<file path="config.mk">
export PLATFORM = sky130hd
export DESIGN_NAME = wall_map_ctrl
export DESIGN_NICKNAME = d
export VERILOG_FILES = /design/src/rtl/wall_pkg.sv /design/src/rtl/wall_pixel_lookup.sv /design/src/rtl/wall_map_ctrl.sv
export SDC_FILE = /design/constraint.sdc
export NUM_CORES = 1
export LEC_CHECK = 0
export CAP_MARGIN = 40
export CORE_AREA = 2 2 313 238
export DETAILED_ROUTE_END_ITERATION = 8
export DIE_AREA = 0 0 315 240
export SLEW_MARGIN = 5
export SYNTH_ARGS = -nofsm -noshare
export SYNTH_HDL_FRONTEND = slang
export SYNTH_SLANG_ARGS = --single-unit
</file>
<file path="constraint.sdc">
create_clock -name clk -period 9.5 [get_ports clk]
set_input_delay 1.9 -clock clk [delete_from_list [all_inputs] [get_ports clk]]
set_output_delay 1.9 -clock clk [all_outputs]
set_load 0.02 [all_outputs]
</file>
<file path="src/rtl/wall_pkg.sv">
// Shared types and constants for the wall map: cell encoding, sweep FSM states,
// default grid size and the power-on map.
package wall_pkg;

  typedef enum logic [1:0] {
    CellEmpty = 2'd0,
    CellBrick = 2'd1,
    CellSteel = 2'd2
  } cell_t;

  typedef enum logic [2:0] {
    S_IDLE   = 3'd0,
    S_CENTER = 3'd1,
    S_LEFT   = 3'd2,
    S_RIGHT  = 3'd3,
    S_UP     = 3'd4,
    S_DOWN   = 3'd5,
    S_DONE   = 3'd6
  } state_t;

  localparam int unsigned DEF_GRID_COLS = 20;
  localparam int unsigned DEF_GRID_ROWS = 15;
  localparam int unsigned BLOCK_SHIFT   = 5;

  // Power-on map: steel border ring and pillars at even/even cells, a small
  // empty pocket in the top-left corner as the spawn area, brick elsewhere.
  function automatic cell_t init_cell(input int unsigned col, input int unsigned row,
                                      input int unsigned cols, input int unsigned rows);
    if (col == 0 || row == 0 || col == cols - 1 || row == rows - 1) return CellSteel;
    if ((col % 2 == 0) && (row % 2 == 0)) return CellSteel;
    if ((col == 1 && row == 1) || (col == 2 && row == 1) || (col == 1 && row == 2)) begin
      return CellEmpty;
    end
    return CellBrick;
  endfunction

endpackage

</file>
<file path="src/rtl/wall_pixel_lookup.sv">
// Combinational pixel-to-cell lookup: reports whether the current drawing pixel
// falls in a brick or a steel cell of the live map.
module wall_pixel_lookup
  import wall_pkg::*;
#(
  parameter int unsigned GRID_COLS = DEF_GRID_COLS,
  parameter int unsigned GRID_ROWS = DEF_GRID_ROWS
) (
  input  logic [10:0]                          pixelX,
  input  logic [10:0]                          pixelY,
  input  cell_t [GRID_COLS*GRID_ROWS-1:0]      map,
  output logic                                 brick_DrawReq,
  output logic                                 steel_DrawReq
);

  localparam int unsigned NCells  = GRID_COLS * GRID_ROWS;
  localparam int unsigned IdxW    = (NCells > 1) ? $clog2(NCells) : 1;
  localparam logic [6:0]  ColsW   = 7'(GRID_COLS);
  localparam logic [6:0]  RowsW   = 7'(GRID_ROWS);
  localparam logic [IdxW-1:0] ColsIdx = IdxW'(GRID_COLS);

  logic [6:0]      pix_col;
  logic [6:0]      pix_row;
  logic            pix_in_range;
  logic [IdxW-1:0] pix_idx;
  cell_t           pix_cell;
  logic            unused_pixel_bits;

  assign unused_pixel_bits = ^{pixelX[BLOCK_SHIFT-1:0], pixelY[BLOCK_SHIFT-1:0]};

  // Decode the pixel's cell and classify it; out-of-grid pixels draw nothing.
  always_comb begin
    pix_col      = {1'b0, pixelX[10:BLOCK_SHIFT]};
    pix_row      = {1'b0, pixelY[10:BLOCK_SHIFT]};
    pix_in_range = (pix_col < ColsW) && (pix_row < RowsW);
    pix_idx      = IdxW'(pix_row) * ColsIdx + IdxW'(pix_col);
    pix_cell     = CellEmpty;
    if (pix_in_range) pix_cell = map[pix_idx];
    brick_DrawReq = (pix_cell == CellBrick);
    steel_DrawReq = (pix_cell == CellSteel);
  end

endmodule

</file>
<file path="src/rtl/wall_map_ctrl.sv">
// Wall map controller: holds the cell map, runs the five-cell destruction sweep
// around a bomb, counts destroyed bricks and drives the draw requests.
module wall_map_ctrl
  import wall_pkg::*;
#(
  parameter int unsigned GRID_COLS = DEF_GRID_COLS,
  parameter int unsigned GRID_ROWS = DEF_GRID_ROWS
) (
  input  logic               clk,
  input  logic               resetN,
  input  logic               enable_wall_destruct,
  input  logic signed [10:0] bombX,
  input  logic signed [10:0] bombY,
  input  logic [10:0]        pixelX,
  input  logic [10:0]        pixelY,
  output logic               brick_DrawReq,
  output logic               steel_DrawReq,
  output logic               busy,
  output logic               brick_destroyed,
  output logic [7:0]         bricks_count
);

  localparam int unsigned NCells  = GRID_COLS * GRID_ROWS;
  localparam int unsigned IdxW    = (NCells > 1) ? $clog2(NCells) : 1;
  localparam logic [6:0]  ColsW   = 7'(GRID_COLS);
  localparam logic [6:0]  RowsW   = 7'(GRID_ROWS);
  localparam logic [IdxW-1:0] ColsIdx = IdxW'(GRID_COLS);

  state_t          state_q, state_d;
  cell_t [NCells-1:0] map_q;
  logic [5:0]      bomb_col_q, bomb_row_q;
  logic [7:0]      count_q;

  logic [6:0]      bomb_col, bomb_row;
  logic            bomb_ok;
  logic            accept;
  logic [6:0]      tgt_col, tgt_row;
  logic            tgt_valid;
  logic [IdxW-1:0] tgt_idx;
  logic            hit;
  logic            unused_bomb_bits;

  assign unused_bomb_bits = ^{bombX[BLOCK_SHIFT-1:0], bombY[BLOCK_SHIFT-1:0]};

  // Bomb cell decode; a set sign bit means the bomb is off the top/left edge.
  always_comb begin
    bomb_col = {1'b0, bombX[10:BLOCK_SHIFT]};
    bomb_row = {1'b0, bombY[10:BLOCK_SHIFT]};
    bomb_ok  = !bombX[10] && !bombY[10] && (bomb_col < ColsW) && (bomb_row < RowsW);
    accept   = (state_q == S_IDLE) && enable_wall_destruct && bomb_ok;
  end

  // Sweep FSM next state: leave idle on an accepted request, then step through
  // the five target cells unconditionally.
  always_comb begin
    state_d = state_q;
    case (state_q)
      S_IDLE:   if (accept) state_d = S_CENTER;
      S_CENTER: state_d = S_LEFT;
      S_LEFT:   state_d = S_RIGHT;
      S_RIGHT:  state_d = S_UP;
      S_UP:     state_d = S_DOWN;
      S_DOWN:   state_d = S_DONE;
      S_DONE:   state_d = S_IDLE;
      default:  state_d = S_IDLE;
    endcase
  end

  // Target cell of the current sweep state; edge neighbours outside the grid
  // are flagged invalid so they never touch the map.
  always_comb begin
    tgt_col   = {1'b0, bomb_col_q};
    tgt_row   = {1'b0, bomb_row_q};
    tgt_valid = 1'b0;
    case (state_q)
      S_CENTER: tgt_valid = 1'b1;
      S_LEFT: begin
        tgt_col   = {1'b0, bomb_col_q} - 7'd1;
        tgt_valid = (bomb_col_q != 6'd0);
      end
      S_RIGHT: begin
        tgt_col   = {1'b0, bomb_col_q} + 7'd1;
        tgt_valid = (tgt_col < ColsW);
      end
      S_UP: begin
        tgt_row   = {1'b0, bomb_row_q} - 7'd1;
        tgt_valid = (bomb_row_q != 6'd0);
      end
      S_DOWN: begin
        tgt_row   = {1'b0, bomb_row_q} + 7'd1;
        tgt_valid = (tgt_row < RowsW);
      end
      default: tgt_valid = 1'b0;
    endcase
    tgt_idx = IdxW'(tgt_row) * ColsIdx + IdxW'(tgt_col);
    hit     = tgt_valid && (map_q[tgt_idx] == CellBrick);
  end

  // FSM state and captured bomb cell.
  always_ff @(posedge clk or negedge resetN) begin
    if (!resetN) begin
      state_q    <= S_IDLE;
      bomb_col_q <= 6'd0;
      bomb_row_q <= 6'd0;
    end else begin
      state_q <= state_d;
      if (accept) begin
        bomb_col_q <= bomb_col[5:0];
        bomb_row_q <= bomb_row[5:0];
      end
    end
  end

  // Map storage: reset restores the power-on map, a hit clears its brick.
  always_ff @(posedge clk or negedge resetN) begin
    if (!resetN) begin
      for (int unsigned r = 0; r < GRID_ROWS; r++) begin
        for (int unsigned c = 0; c < GRID_COLS; c++) begin
          map_q[r * GRID_COLS + c] <= init_cell(c, r, GRID_COLS, GRID_ROWS);
        end
      end
    end else if (hit) begin
      map_q[tgt_idx] <= CellEmpty;
    end
  end

  // Saturating count of destroyed bricks.
  always_ff @(posedge clk or negedge resetN) begin
    if (!resetN) begin
      count_q <= 8'd0;
    end else if (hit && (count_q != 8'hFF)) begin
      count_q <= count_q + 8'd1;
    end
  end

  assign busy            = (state_q != S_IDLE);
  assign brick_destroyed = hit;
  assign bricks_count    = count_q;

  wall_pixel_lookup #(
    .GRID_COLS(GRID_COLS),
    .GRID_ROWS(GRID_ROWS)
  ) u_lookup (
    .pixelX       (pixelX),
    .pixelY       (pixelY),
    .map          (map_q),
    .brick_DrawReq(brick_DrawReq),
    .steel_DrawReq(steel_DrawReq)
  );

endmodule

</file>
==> results.sh <==
export IMPL_outcome="finished, final reports clean"
export IMPL_synth_top_cell_area_share_pct=25.23
export IMPL_avgViaCountPerCell=6.585
export IMPL_crit_path_end_kind="primary output"
export IMPL_synthesis_area_um2=32340
export IMPL_ys_warn_count=0
export IMPL_grt_usage_pct=26.37
export IMPL_insertion_delay_ps=660
export IMPL_dr_total_vias=21800
export IMPL_final_common_cell="dfrtp_1"
export IMPL_rsz0062_at_grt="no"
export IMPL_globalplace_congestion=0.8760
export IMPL_numCtsBuffers=61
export IMPL_synth_top_area_cell="dfrtp_1"
export IMPL_hold_viol=0
export IMPL_path_class="flop to primary output"
export IMPL_holdCritPathClass="flop to flop"
export IMPL_fmax_mhz=114.0
export IMPL_ys_flop_type="dfrtp_1"
export IMPL_postSynthNetCount=2682
export IMPL_synth_area_leaders="dfrtp_1 (25%), dfstp_2 (24%), mux4_2 (16%)"
export IMPL_multi_input_area_um2=14170
export IMPL_fill_cells=6286
export IMPL_die_y_um=240
export IMPL_critPathLaunchType="flop"
export IMPL_top_layer_used="met5"
export IMPL_fp_dieW_um=315
export IMPL_synthCells=2600
export IMPL_core_area_um2=72630
export IMPL_drive_gt1_share_pct=32.81
export IMPL_post_cts_buffers=0
export IMPL_cts_tree="done"
export IMPL_netlist_cell_type_count=78
export IMPL_grt_pass1_wl_um=148400
export IMPL_irDropWorstVdd_mv=0.7499
export IMPL_worst_ep_required_time_ps=7600
export IMPL_powerDensity_nw_per_um2=352.4
export IMPL_max_slew_margin_pct=27.72
export IMPL_period_needed_ps=8772
export IMPL_cts_max_path_buffers=3
export IMPL_synthArstFlopShare_pct=100.0
export IMPL_grt_overflow_total=0
export IMPL_start_util_pct=44.52
export IMPL_cap_violations=0
export IMPL_hpwl_um=62260
export IMPL_cts_resized=0
export IMPL_worst_pin_slew_ps=1084
export IMPL_cts_root_buf="clkbuf_16"
export IMPL_drtPass1Iterations=5
export IMPL_row_count=86
export IMPL_wl_met1_um=42730
export IMPL_cp_arrival_ps=6870
export IMPL_worstPathMaxFanout=30
export IMPL_htreeDepth=2
export IMPL_grt_max_degree=219
export IMPL_p_leak_nw=13.53
export IMPL_finalSetupTns_ps=0
export IMPL_met3_length_um=10810
export IMPL_layout_worst_path_cycle_share_pct=92.34
export IMPL_seqCellArea_um2=15960
export IMPL_wl_met2_um=41830
export IMPL_clk_pin_slew_ps=60
export IMPL_synth_edf_count=0
export IMPL_clock_skew_final_ps=28.47
export IMPL_dieArea_um2=75600
export IMPL_drc=0
export IMPL_final_antenna_net_count=0
export IMPL_ios=59
export IMPL_totalWireLength_um=98490
export IMPL_nets=2371
export IMPL_syn_to_final_growth_pct=8.063
export IMPL_setup_slack_ps=727.8
export IMPL_slew_viol_final=0
export IMPL_avgRoutedWirePerCell_um=29.76
export IMPL_antenna_found_initial=3
export IMPL_dp_slack_ps=1427
export IMPL_syn_avg_cell_area_um2=12.44
export IMPL_finalSetupViolations=0
export IMPL_seq_area_frac_synth_pct=49.36
export IMPL_postCtsHoldBufs=0
export IMPL_ys_ff_latch=623
export IMPL_first_global_vias=21870
export IMPL_final_cell_mix="dfrtp_1 (326), o31a_1 (302), dfstp_2 (297)"
export IMPL_port_buffers=38
export IMPL_drt_iter0_markers=2503
export IMPL_clock_sinks=623
==> metrics by stage <==
stage	std cells	hold slack [ps]	util [%]	cell area, um^2	total power [mW]
6_report	3310	369.1	48.11	34950	12.32
5_1_grt	3309	375.2	48.11	34940	12.66
4_1_cts	3308	371.0	48.10	34940	12.11
3_5_place_dp	3193	362.3	45.31	32910	9.616
3_3_place_gp	3170	360.9	44.68	32450	9.315
2_1_floorplan	2600	431.1	-	32340	6.677
==> registers in the layout, summed over array words and instances, names as in the netlist <==
signal / cells
bomb_row_q: 6
state_q: 3
bomb_col_q: 6
bricks_count: 8
map_q: 600
==> logic make-up after synthesis <==
| kind of cell | count (synthesis) | synth area share, % |
|---|---|---|
| muxes | 326 | 18.83 |
| xor gates and xnor gates | 31 | 0.8396 |
| buffers and inverters | 533 | 7.185 |
| AOI/OAI and AO/OA | 566 | 13.96 |
| and+or+nand+nor | 486 | 8.384 |
| DFF | 623 | 49.36 |
| adders and majority gates | 35 | 1.447 |
==> per-layer routing <==
metal,up-vias,GRT usage [%]
li1,9044,-
met4,4,8.384
met1,11430,38.83
met5,-,0
met2,1124,37.47
met3,196,7.495
==> report_power, final <==
group | switching, mW | total, mW | internal, mW | leakage, nW
registers | 0.0747 | 2.77 | 2.69 | 7.60
clock network | 1.08 | 2.48 | 1.41 | 1.00
logic | 5.42 | 7.06 | 1.64 | 4.93
==> area by class of cell <==
class                      count  area share (%)
timing repair buffer         126           4.150
multi-input combinational   1444           40.55
antenna                        1        0.007161
tap                          968           3.466
clock buffer                  90           5.109
inverter                      33          0.3545
sequential                   623           45.68
clock inverter                25          0.6874
==> synthesized netlist by cell type, types with 23 or more instances <==
master and count:
dfstp_2 297, nor3_1 23, mux4_2 223, mux2i_1 75, a31oi_1 29, o21ai_0 43
o31a_1 302, a211oi_1 24, dfrtp_1 326, buf_6 34, a21oi_1 31, and3_1 25
ha_1 31, nand3b_1 54, clkbuf_1 404, nand2_1 138, buf_2 33, nand2b_1 29
mux2_2 24, nor2_1 49, nor2b_1 27, nor3b_1 44, nand3_1 35, inv_1 30
==> worst max-delay path: stages, from the launching register on <==
cell	delay [ps]
dfrtp_1	360
buf_4	200
inv_1	160
ha_1	160
buf_4	320
nand3b_1	260
a21oi_1	190
nand2_1	60
o21ai_0	120
ha_1	270
fa_1	530
nand2b_1	460
a211oi_1	860
o211ai_1	160
o21ai_0	140
or4_1	140
a311oi_1	100
a2111o_1	500
a31o_2	350
nand2b_4	220
inv_2	60
clkdlybuf4s50_1	590
==> final timing paths <==
check	depth (start not counted)	to	startpoint	slack, ps
max reg2reg	25	map_q[280]	state_q[2]	1820
min in group asynchronous	1	map_q[55]	resetN	1330
max in group asynchronous	2	map_q[564]	resetN	6690
min	0	map_q[199]	map_q[199]	370
min reg2reg	0	map_q[199]	map_q[199]	370
max	21	brick_destroyed	state_q[2]	730
No activity file was read; power rests on OpenSTA's default activity.
